### config.mk
export PLATFORM = sky130hd
export DESIGN_NAME = fmul_pipe_flat
export DESIGN_NICKNAME = d
export VERILOG_FILES = /design/src/rtl/fmul_pipe_if.sv /design/src/rtl/fmul_pipe.sv /design/src/flat_wrapper.sv
export SDC_FILE = /design/constraint.sdc
export NUM_CORES = 2
export LEC_CHECK = 0
export ABC_AREA = 0
export CORE_MARGIN = 1
export CORE_UTILIZATION = 47
export CTS_CLUSTER_SIZE = 40
export DETAILED_ROUTE_END_ITERATION = 8
export GPL_TIMING_DRIVEN = 0
export PLACE_DENSITY_LB_ADDON = 0.05
export SETUP_SLACK_MARGIN = 0.5
export SLEW_MARGIN = 15
export SYNTH_ARGS = -nofsm -noshare
export SYNTH_HDL_FRONTEND = slang
export SYNTH_SLANG_ARGS = --single-unit
### constraint.sdc
create_clock -name clk -period 10.4 [get_ports clk]
set_input_delay 2.08 -clock clk [delete_from_list [all_inputs] [get_ports clk]]
set_output_delay 2.08 -clock clk [all_outputs]
set_load 0.1 [all_outputs]
### src/rtl/fmul_pipe_if.sv
// Operand/result handshake bundle for fmul_pipe: issue side drives operands,
// writeback side supplies out_ready.
interface fmul_pipe_if #(
    parameter int EXP_W = 8,
    parameter int MAN_W = 23
);
    localparam int W = EXP_W + MAN_W + 1;

    logic         in_valid;
    logic         in_ready;
    logic [W-1:0] x1;
    logic [W-1:0] x2;
    logic         rm;
    logic         out_valid;
    logic         out_ready;
    logic [W-1:0] y;
    logic [2:0]   flags;

    modport master (output in_valid, x1, x2, rm, out_ready,
                    input  in_ready, out_valid, y, flags);
    modport slave  (input  in_valid, x1, x2, rm, out_ready,
                    output in_ready, out_valid, y, flags);
endinterface

### src/rtl/fmul_pipe.sv
// Pipelined IEEE-style multiplier (flush-to-zero in and out) with global-stall
// valid/ready handshake; product -> normalise/round -> specials/pack.
module fmul_pipe #(
    parameter int EXP_W  = 8,
    parameter int MAN_W  = 23,
    parameter int STAGES = 3
) (
    input  logic       clk,
    input  logic       rst,
    fmul_pipe_if.slave bus
);
    localparam int W = EXP_W + MAN_W + 1;

    typedef logic signed [EXP_W+1:0] exp_t;
    localparam exp_t BIAS_E = exp_t'((1 << (EXP_W-1)) - 1);
    localparam exp_t EMAX_E = exp_t'((1 << EXP_W) - 1);

    typedef struct packed {
        logic                 sy;
        logic                 nv;
        logic                 inf;
        logic                 zero;
        logic                 rm;
        exp_t                 esum;
        logic [2*MAN_W+1:0]   p;
    } prod_t;

    typedef struct packed {
        logic                 sy;
        logic                 nv;
        logic                 inf;
        logic                 zero;
        exp_t                 e;
        logic [MAN_W-1:0]     m;
    } norm_t;

    typedef struct packed {
        logic [W-1:0] y;
        logic [2:0]   flags;
    } res_t;

    if (STAGES < 1 || STAGES > 4) begin : g_bad_stages
        $error("fmul_pipe: STAGES must be in 1..4");
    end

    function automatic prod_t f_prod(input logic [W-1:0] a, input logic [W-1:0] b,
                                     input logic rnd);
        prod_t              r;
        logic               amax, bmax, za, zb, na, nb, ia, ib;
        logic [2*MAN_W+1:0] ma, mb;
        amax   = &a[W-2:MAN_W];
        bmax   = &b[W-2:MAN_W];
        za     = ~|a[W-2:MAN_W];
        zb     = ~|b[W-2:MAN_W];
        na     = amax & (|a[MAN_W-1:0]);
        nb     = bmax & (|b[MAN_W-1:0]);
        ia     = amax & ~(|a[MAN_W-1:0]);
        ib     = bmax & ~(|b[MAN_W-1:0]);
        r.sy   = a[W-1] ^ b[W-1];
        r.nv   = na | nb | (ia & zb) | (ib & za);
        r.inf  = ia | ib;
        r.zero = za | zb;
        r.rm   = rnd;
        r.esum = exp_t'({2'b00, a[W-2:MAN_W]}) + exp_t'({2'b00, b[W-2:MAN_W]}) - BIAS_E;
        ma     = {{(MAN_W+1){1'b0}}, 1'b1, a[MAN_W-1:0]};
        mb     = {{(MAN_W+1){1'b0}}, 1'b1, b[MAN_W-1:0]};
        r.p    = ma * mb;
        return r;
    endfunction

    function automatic norm_t f_norm(input prod_t p);
        norm_t            r;
        logic             a, g, st, inc;
        logic [MAN_W-1:0] m;
        logic [MAN_W:0]   mr;
        a = p.p[2*MAN_W+1];
        if (a) begin
            m  = p.p[2*MAN_W:MAN_W+1];
            g  = p.p[MAN_W];
            st = |p.p[MAN_W-1:0];
        end else begin
            m  = p.p[2*MAN_W-1:MAN_W];
            g  = p.p[MAN_W-1];
            st = |p.p[MAN_W-2:0];
        end
        inc    = ~p.rm & g & (st | m[0]);
        mr     = {1'b0, m} + {{MAN_W{1'b0}}, inc};
        r.sy   = p.sy;
        r.nv   = p.nv;
        r.inf  = p.inf;
        r.zero = p.zero;
        // A rounding carry leaves mr[MAN_W-1:0] at zero, which is the wrapped mantissa.
        r.e    = p.esum + exp_t'({{(EXP_W+1){1'b0}}, a})
                        + exp_t'({{(EXP_W+1){1'b0}}, mr[MAN_W]});
        r.m    = mr[MAN_W-1:0];
        return r;
    endfunction

    function automatic res_t f_pack(input norm_t n);
        res_t r;
        r.flags = 3'b000;
        if (n.nv) begin
            r.y     = {1'b0, {EXP_W{1'b1}}, 1'b1, {(MAN_W-1){1'b0}}};
            r.flags = 3'b100;
        end else if (n.inf) begin
            r.y = {n.sy, {EXP_W{1'b1}}, {MAN_W{1'b0}}};
        end else if (n.zero) begin
            r.y = {n.sy, {(W-1){1'b0}}};
        end else if (n.e >= EMAX_E) begin
            r.y     = {n.sy, {EXP_W{1'b1}}, {MAN_W{1'b0}}};
            r.flags = 3'b010;
        end else if (n.e <= exp_t'(0)) begin
            r.y     = {n.sy, {(W-1){1'b0}}};
            r.flags = 3'b001;
        end else begin
            r.y = {n.sy, n.e[EXP_W-1:0], n.m};
        end
        return r;
    endfunction

    logic          w_adv;
    logic [STAGES:1] r_vld_pipe;
    res_t          w_last;

    assign w_adv        = bus.out_ready | ~r_vld_pipe[STAGES];
    assign bus.in_ready = w_adv;

    always_ff @(posedge clk) begin
        if (rst) begin
            r_vld_pipe <= '0;
        end else if (w_adv) begin
            r_vld_pipe[1] <= bus.in_valid;
            for (int i = 2; i <= STAGES; i++) r_vld_pipe[i] <= r_vld_pipe[i-1];
        end
    end

    if (STAGES == 1) begin : g_s1
        res_t r_o;
        always_ff @(posedge clk) begin
            if (rst)        r_o <= '0;
            else if (w_adv) r_o <= f_pack(f_norm(f_prod(bus.x1, bus.x2, bus.rm)));
        end
        assign w_last = r_o;
    end else begin : g_sn
        prod_t r_p;
        always_ff @(posedge clk) begin
            if (rst)        r_p <= '0;
            else if (w_adv) r_p <= f_prod(bus.x1, bus.x2, bus.rm);
        end
        if (STAGES == 2) begin : g_s2
            res_t r_o;
            always_ff @(posedge clk) begin
                if (rst)        r_o <= '0;
                else if (w_adv) r_o <= f_pack(f_norm(r_p));
            end
            assign w_last = r_o;
        end else begin : g_s3
            norm_t r_n;
            res_t  r_o;
            always_ff @(posedge clk) begin
                if (rst) begin
                    r_n <= '0;
                    r_o <= '0;
                end else if (w_adv) begin
                    r_n <= f_norm(r_p);
                    r_o <= f_pack(r_n);
                end
            end
            if (STAGES == 4) begin : g_s4
                res_t r_d;
                always_ff @(posedge clk) begin
                    if (rst)        r_d <= '0;
                    else if (w_adv) r_d <= r_o;
                end
                assign w_last = r_d;
            end else begin : g_s3o
                assign w_last = r_o;
            end
        end
    end

    assign bus.out_valid = r_vld_pipe[STAGES];
    assign bus.y         = w_last.y;
    assign bus.flags     = w_last.flags;
endmodule

### src/flat_wrapper.sv
// flat-port wrapper written by rule: the top's interface ports become plain ports
module fmul_pipe_flat 
#(
    parameter int EXP_W  = 8,
    parameter int MAN_W  = 23,
    parameter int STAGES = 3
)
  (clk, rst, bus_in_valid, bus_x1, bus_x2, bus_rm, bus_out_ready, bus_in_ready, bus_out_valid, bus_y, bus_flags);
  fmul_pipe_if #(.EXP_W(EXP_W), .MAN_W(MAN_W)) bus_i ();
  input  logic clk;
  input  logic rst;
  input wire logic [$bits(bus_i.in_valid)-1:0] bus_in_valid;
  input wire logic [$bits(bus_i.x1)-1:0] bus_x1;
  input wire logic [$bits(bus_i.x2)-1:0] bus_x2;
  input wire logic [$bits(bus_i.rm)-1:0] bus_rm;
  input wire logic [$bits(bus_i.out_ready)-1:0] bus_out_ready;
  output wire logic [$bits(bus_i.in_ready)-1:0] bus_in_ready;
  output wire logic [$bits(bus_i.out_valid)-1:0] bus_out_valid;
  output wire logic [$bits(bus_i.y)-1:0] bus_y;
  output wire logic [$bits(bus_i.flags)-1:0] bus_flags;
  assign bus_i.in_valid = bus_in_valid;
  assign bus_i.x1 = bus_x1;
  assign bus_i.x2 = bus_x2;
  assign bus_i.rm = bus_rm;
  assign bus_i.out_ready = bus_out_ready;
  assign bus_in_ready = bus_i.in_ready;
  assign bus_out_valid = bus_i.out_valid;
  assign bus_y = bus_i.y;
  assign bus_flags = bus_i.flags;
  fmul_pipe #(.EXP_W(EXP_W), .MAN_W(MAN_W), .STAGES(STAGES)) u_core (.clk(clk), .rst(rst), .bus(bus_i));
endmodule
Word-level counts from Yosys, hierarchy flattened
Cells that the tools add are included.
{"block": "op_classes", "div": 0, "shifts": 0, "bitwise_logic": 20, "add_sub_neg": 5, "reduce_logical": 10, "muxes": 17, "multipliers": 1, "n_eq_ne": 0, "magnitude_cmp": 2}
{"op": "$mux 31", "n": 3}
{"op": "$mux 23", "n": 3}
{"op": "$reduce_or 23->1", "n": 3}
{"op": "$mul 24x24->48", "n": 1}
{"op": "$mux 35", "n": 1}
{"op": "$mux 34", "n": 1}
{"op": "$add 23x1->24", "n": 1}
{"op": "$reduce_or 22->1", "n": 1}
{"op": "$add 10x2->10", "n": 2}
{"op": "$reduce_and 8->1", "n": 2}
{"op": "$reduce_or 8->1", "n": 2}
{"op": "$ge 10x9->1 const B", "n": 1}
{"op": "$le 10x1->1 const B", "n": 1}
{"op": "$sub 10x8->10 const B", "n": 1}
{"op": "$add 8x8->9", "n": 1}
{"op": "$and 1x1->1", "n": 8}
{"op": "$mux 1", "n": 7}
{"op": "$or 1x1->1", "n": 7}
{"op": "$mux 3", "n": 2}
{"op": "$not 1->1", "n": 4}
{"op": "$logic_not 1->1", "n": 2}
{"op": "$xor 1x1->1", "n": 1}
{"block": "totals", "ff_bits": 138, "romBits": 0, "mem_bits_rw": 0, "n_memories": 0, "out_inout_bits": 37, "latch_bits": 0}

Longest topological paths before layout
{"block": "depth", "ltp_word": 8, "mapped_depth": 27, "depth_no_buf": 25}

Worst setup path after synthesis
Ideal clock, no wire load.
{"block": "synth_path", "path_type": "input to register", "startpoint": "input port bus_x2[12]", "endpoint": "register u_core.g_sn.r_p[47] in the netlist's numbering", "stages": 24, "required_time_ps": 10337, "setup_slack_ps": 2150, "setup_ps": 63, "t_arrival_ps": 8187, "cell_sequence": "clkbuf_1 -> clkbuf_1 -> nand2_1 -> fa_1 -> inv_1 -> fa_1 -> inv_1 -> fa_1 -> inv_1 -> fa_1 -> fa_1 -> fa_1 -> inv_1 -> fa_1 -> inv_1 -> ha_1 -> and2_1 -> nand3_1 -> or4_1 -> a21oi_1 -> nor2_1 -> or3_1 -> a21oi_1 -> nand3b_1"}
{"block": "synth_via", "elab_chain_cells": 1}
{"item": "start: declaration", "line": "flat_wrapper.sv:14", "rtl": "input wire logic [$bits(bus_i.x2)-1:0] bus_x2;"}
{"item": "$mul 24x24->48", "line": "fmul_pipe.sv:67", "rtl": "r.p = ma * mb;"}
{"item": "end signal: assignment", "line": "fmul_pipe.sv:148", "rtl": "else if (w_adv) r_p <= f_prod(bus.x1, bus.x2, bus.rm);"}
{"item": "end: declaration", "line": "fmul_pipe.sv:145", "rtl": "prod_t r_p;"}
No other way between the ends.
A chain may end at the register's enable or synchronous reset.

Worst setup path after layout
{"block": "layout_path", "startpoint": "input port bus_x1[16]", "endpoint": "register u_core.g_sn.r_p[41] in the netlist's numbering"}
{"block": "layout_via", "elab_chain_cells": 1}
{"item": "start: declaration", "line": "flat_wrapper.sv:13", "rtl": "input wire logic [$bits(bus_i.x1)-1:0] bus_x1;"}
{"item": "$mul 24x24->48", "line": "fmul_pipe.sv:67"}
No other way between the ends.

==> impl_metrics.csv <==
group,metric,value,unit
status,outcome,"finished with violations",
status,failed_checks,"DRC",
route,vias,21100,
logic_synthesis,synthesis.nets,3697,
finish,n_antenna_cell,0,
clock_tree,cts_tree,"done",
global_routing,grt_max_degree,17,
timing,finalCriticalPeriod,9.743,ns
setup_path,start_kind,"input pin",
route,maxUsedRoutingLayer,"met5",
route,routed_wl,87720,um
route,routed-wl-met3,7521,um
place,place_hpwl,72790,um
timing,fmax,102.6,MHz
logic_synthesis,syn_area,25210,sq um
setup_path,crit_arrival,10.10,ns
timing,worst_slew_pin_slew,1.096,ns
timing,finClkSkew,0.009333,ns
clock_tree,numCtsBuffers,17,
global_routing,antenna_found_initial,4,
logic_synthesis,avgSynthCellArea,8.515,sq um
global_routing,grt_pass1_wl,133500,um
logic_synthesis,synth_edf_count,0,
logic_synthesis,ys_warn_count,0,
min_path,min_path_type,"flop to flop",
flow_run,drv_cap,0,
clock_tree,clkTransAtPathRegs,0.06,ns
route,met2WireLength,38710,um
clock_tree,htreeDepth,4,
logic_synthesis,yosysTopAreaCellShare,38.44,%
logic_synthesis,yosys.area.top_type,"fa_1",
clock_tree,cts-root-buf,"clkbuf_16",
clock_tree,clk_path_buf_depth,2,
clock_tree,cts_sinks,138,
finish,fin_cells,3789,
setup_path,r2r_slack,6.47,ns
place,placed_cells,3753,
die,dieArea,54560,sq um
setup_path,rr_startpoint,"u_core.g_sn.r_p[47]",
clock_tree,clk_latency,0.43,ns
route,dr.first_iter.drc_count,1702,
logic_synthesis,synth_seq_cells,138,
route,route.detailed.drc,2,
global_routing,grt_pass1_vias,22270,
route,drt-met1-wl,38120,um
die,die_h,233.6,um
finish,drive_above_1_share,4.095,%
logic_synthesis,ys_seq_area_share,10.96,%
global_routing,grt_usage,33.52,%
place,gp_congestion,1.032,
logic_synthesis,ys_types,77,
die,fp.dieW,233.6,um
timing,tns,0,ns
finish,area_delta_synth_final,10.66,%
timing,slew_headroom,26.24,%
die,row_count,84,
global_routing,grt_overflow,0,
logic_synthesis,synth_top_cells_by_count,"inv_1 (583), fa_1 (484), nand2_1 (442)",
timing,timing.final.ws_setup,0.6573,ns
place,port_buffers,105,
setup_path,reg2reg_depth,14,
timing,rsz0062_at_grt,"false",
setup_path,path_class,"input pin to flop",
setup_path,worstSetupEndpointType,"flop",
die,start_util,47.77,%
setup_path,worstPathMaxFanout,10,
route,drtPass1Iterations,9,
timing,hold_violations,0,
setup_path,crit_start,"bus_x1[16]",
route,ant_nets,0,
die,ioPinCount,106,
timing,slew_viol_final,0,
min_path,min_from,"u_core.g_sn.r_p[18]",
timing,fin_hold_ws,0.4497,ns
die,coreArea,52760,sq um
timing,setup_violations,0,
route,wl_per_cell,23.15,um
logic_synthesis,async_reset_ff_share,0,%
route,vias_per_cell,5.569,
finish,layout.nets,3825,
min_path,hold_depth,2,
place,post-place-ws,-0.2066,ns
logic_synthesis,yosysMostFrequentCell,"inv_1",
setup_path,cp_data_required_time,10.76,ns
logic_synthesis,synth_ff_type,"dfxtp_1",
logic_synthesis,synth_area_leaders,"fa_1 (38%), dfxtp_1 (11%), ha_1 (9.1%), inv_1 (8.7%), nand2_1 (6.6%)",
logic_synthesis,synthCells,2960,
timing,timing.final.crit_share,93.68,%
==> sequential cells by signal, indices dropped and copies added, names as in the netlist <==
name,count
u_core.bus.flags,3
u_core.bus.y,32
u_core.g_sn.g_s3.r_n,37
u_core.g_sn.r_p,63
u_core.r_vld_pipe,3
==> layout by cell type (no fill, tap or decap), types with 8 or more instances in the layout <==
cell type        count
nor4_1              23
clkdlybuf4s50_1     90
dlymetal6s2s_1      14
nor2_1             129
inv_1              583
fa_1               484
xor2_1              22
and2_1             249
and3_1              15
xnor2_1             46
clkbuf_16           17
a21o_1              31
a22oi_1             22
a31oi_1             10
o21ai_0             54
o21bai_1             8
nand4_1             35
dfxtp_1            138
a211oi_1            27
ha_1               184
nand3_1             26
clkbuf_2            56
nand2_1            442
or3_1                8
nor3_1              19
a21oi_1            140
clkbuf_1            86
==> through the flow <==
| step | area [sq um] | util, % |
|---|---|---|
| 2_1_floorplan | 25210 | - |
| 3_3_place_gp | 27120 | 51.40 |
| 3_5_place_dp | 27120 | 51.40 |
| 4_1_cts | 27750 | 52.59 |
| 5_1_grt | 27890 | 52.86 |
| 6_report | 27890 | 52.86 |
==> cell families (layout without fill, tap and decap cells) <==
logic type | count (synthesis) | count (layout) | synth area share (%)
AND/OR/NAND/NOR | 978 | 978 | 18.63
buffers and inverters | 743 | 884 | 11.08
adder cells (fa/ha/maj) | 668 | 668 | 47.58
AO/OA/AOI/OAI | 357 | 357 | 9.054
flip-flops | 138 | 138 | 10.96
XOR/XNOR | 68 | 68 | 2.363
multiplexers | 8 | 8 | 0.3276
==> repair_timing <==
item / 4_1_cts / 5_1_grt
gates resized for setup: 19 / 119
setup buffers: 0 / 4
hold buffers: 0 / 0
endpoints found under the setup margin: 5 / 13
hold endpoints to repair: 0 / 0
==> metal layers <==
metal  vias to the layer above  GRT usage [%]
met5                         -         0.9191
met4                         2          10.69
met3                       145          7.568
met2                       857          52.12
met1                     10740          46.11
li1                       9362              -
==> final timing paths <==
kind,endpoint
setup / recovery,u_core.g_sn.r_p[41]
hold / removal,u_core.g_sn.r_p[18]
setup reg to reg,u_core.g_sn.g_s3.r_n[20]
hold reg to reg,u_core.g_sn.r_p[18]
==> final cells by class <==
class                           count  area [sq um]
Tap cell                          688         860.8
Inverter                          587          2207
Buffer                            156         675.6
Clock inverter                     13         166.4
Timing Repair Buffer              109          1115
Sequential cell                   138          2763
Clock buffer                       19         442.9
Fill cell                        5240         24870
Multi-Input combinational cell   2079         19660
==> worst max-delay path, cell delays in order <==
cell,delay [ns]
clkdlybuf4s50_1,0.87
clkbuf_4,0.45
and2_1,0.20
fa_1,0.42
fa_1,0.54
inv_1,0.05
fa_1,0.52
inv_1,0.05
fa_1,0.50
inv_1,0.05
fa_1,0.53
inv_1,0.05
fa_1,0.48
inv_1,0.05
fa_1,0.53
inv_1,0.06
ha_1,0.36
nand2_1,0.19
o21ai_0,0.25
a221oi_2,0.43
a21oi_1,0.17
nor2_1,0.42
o21bai_1,0.22
or4b_1,0.50
nand3_1,0.09
Power is not shown: default switching activity piles up to over one toggle a cycle in this logic, so the estimate is an artifact.
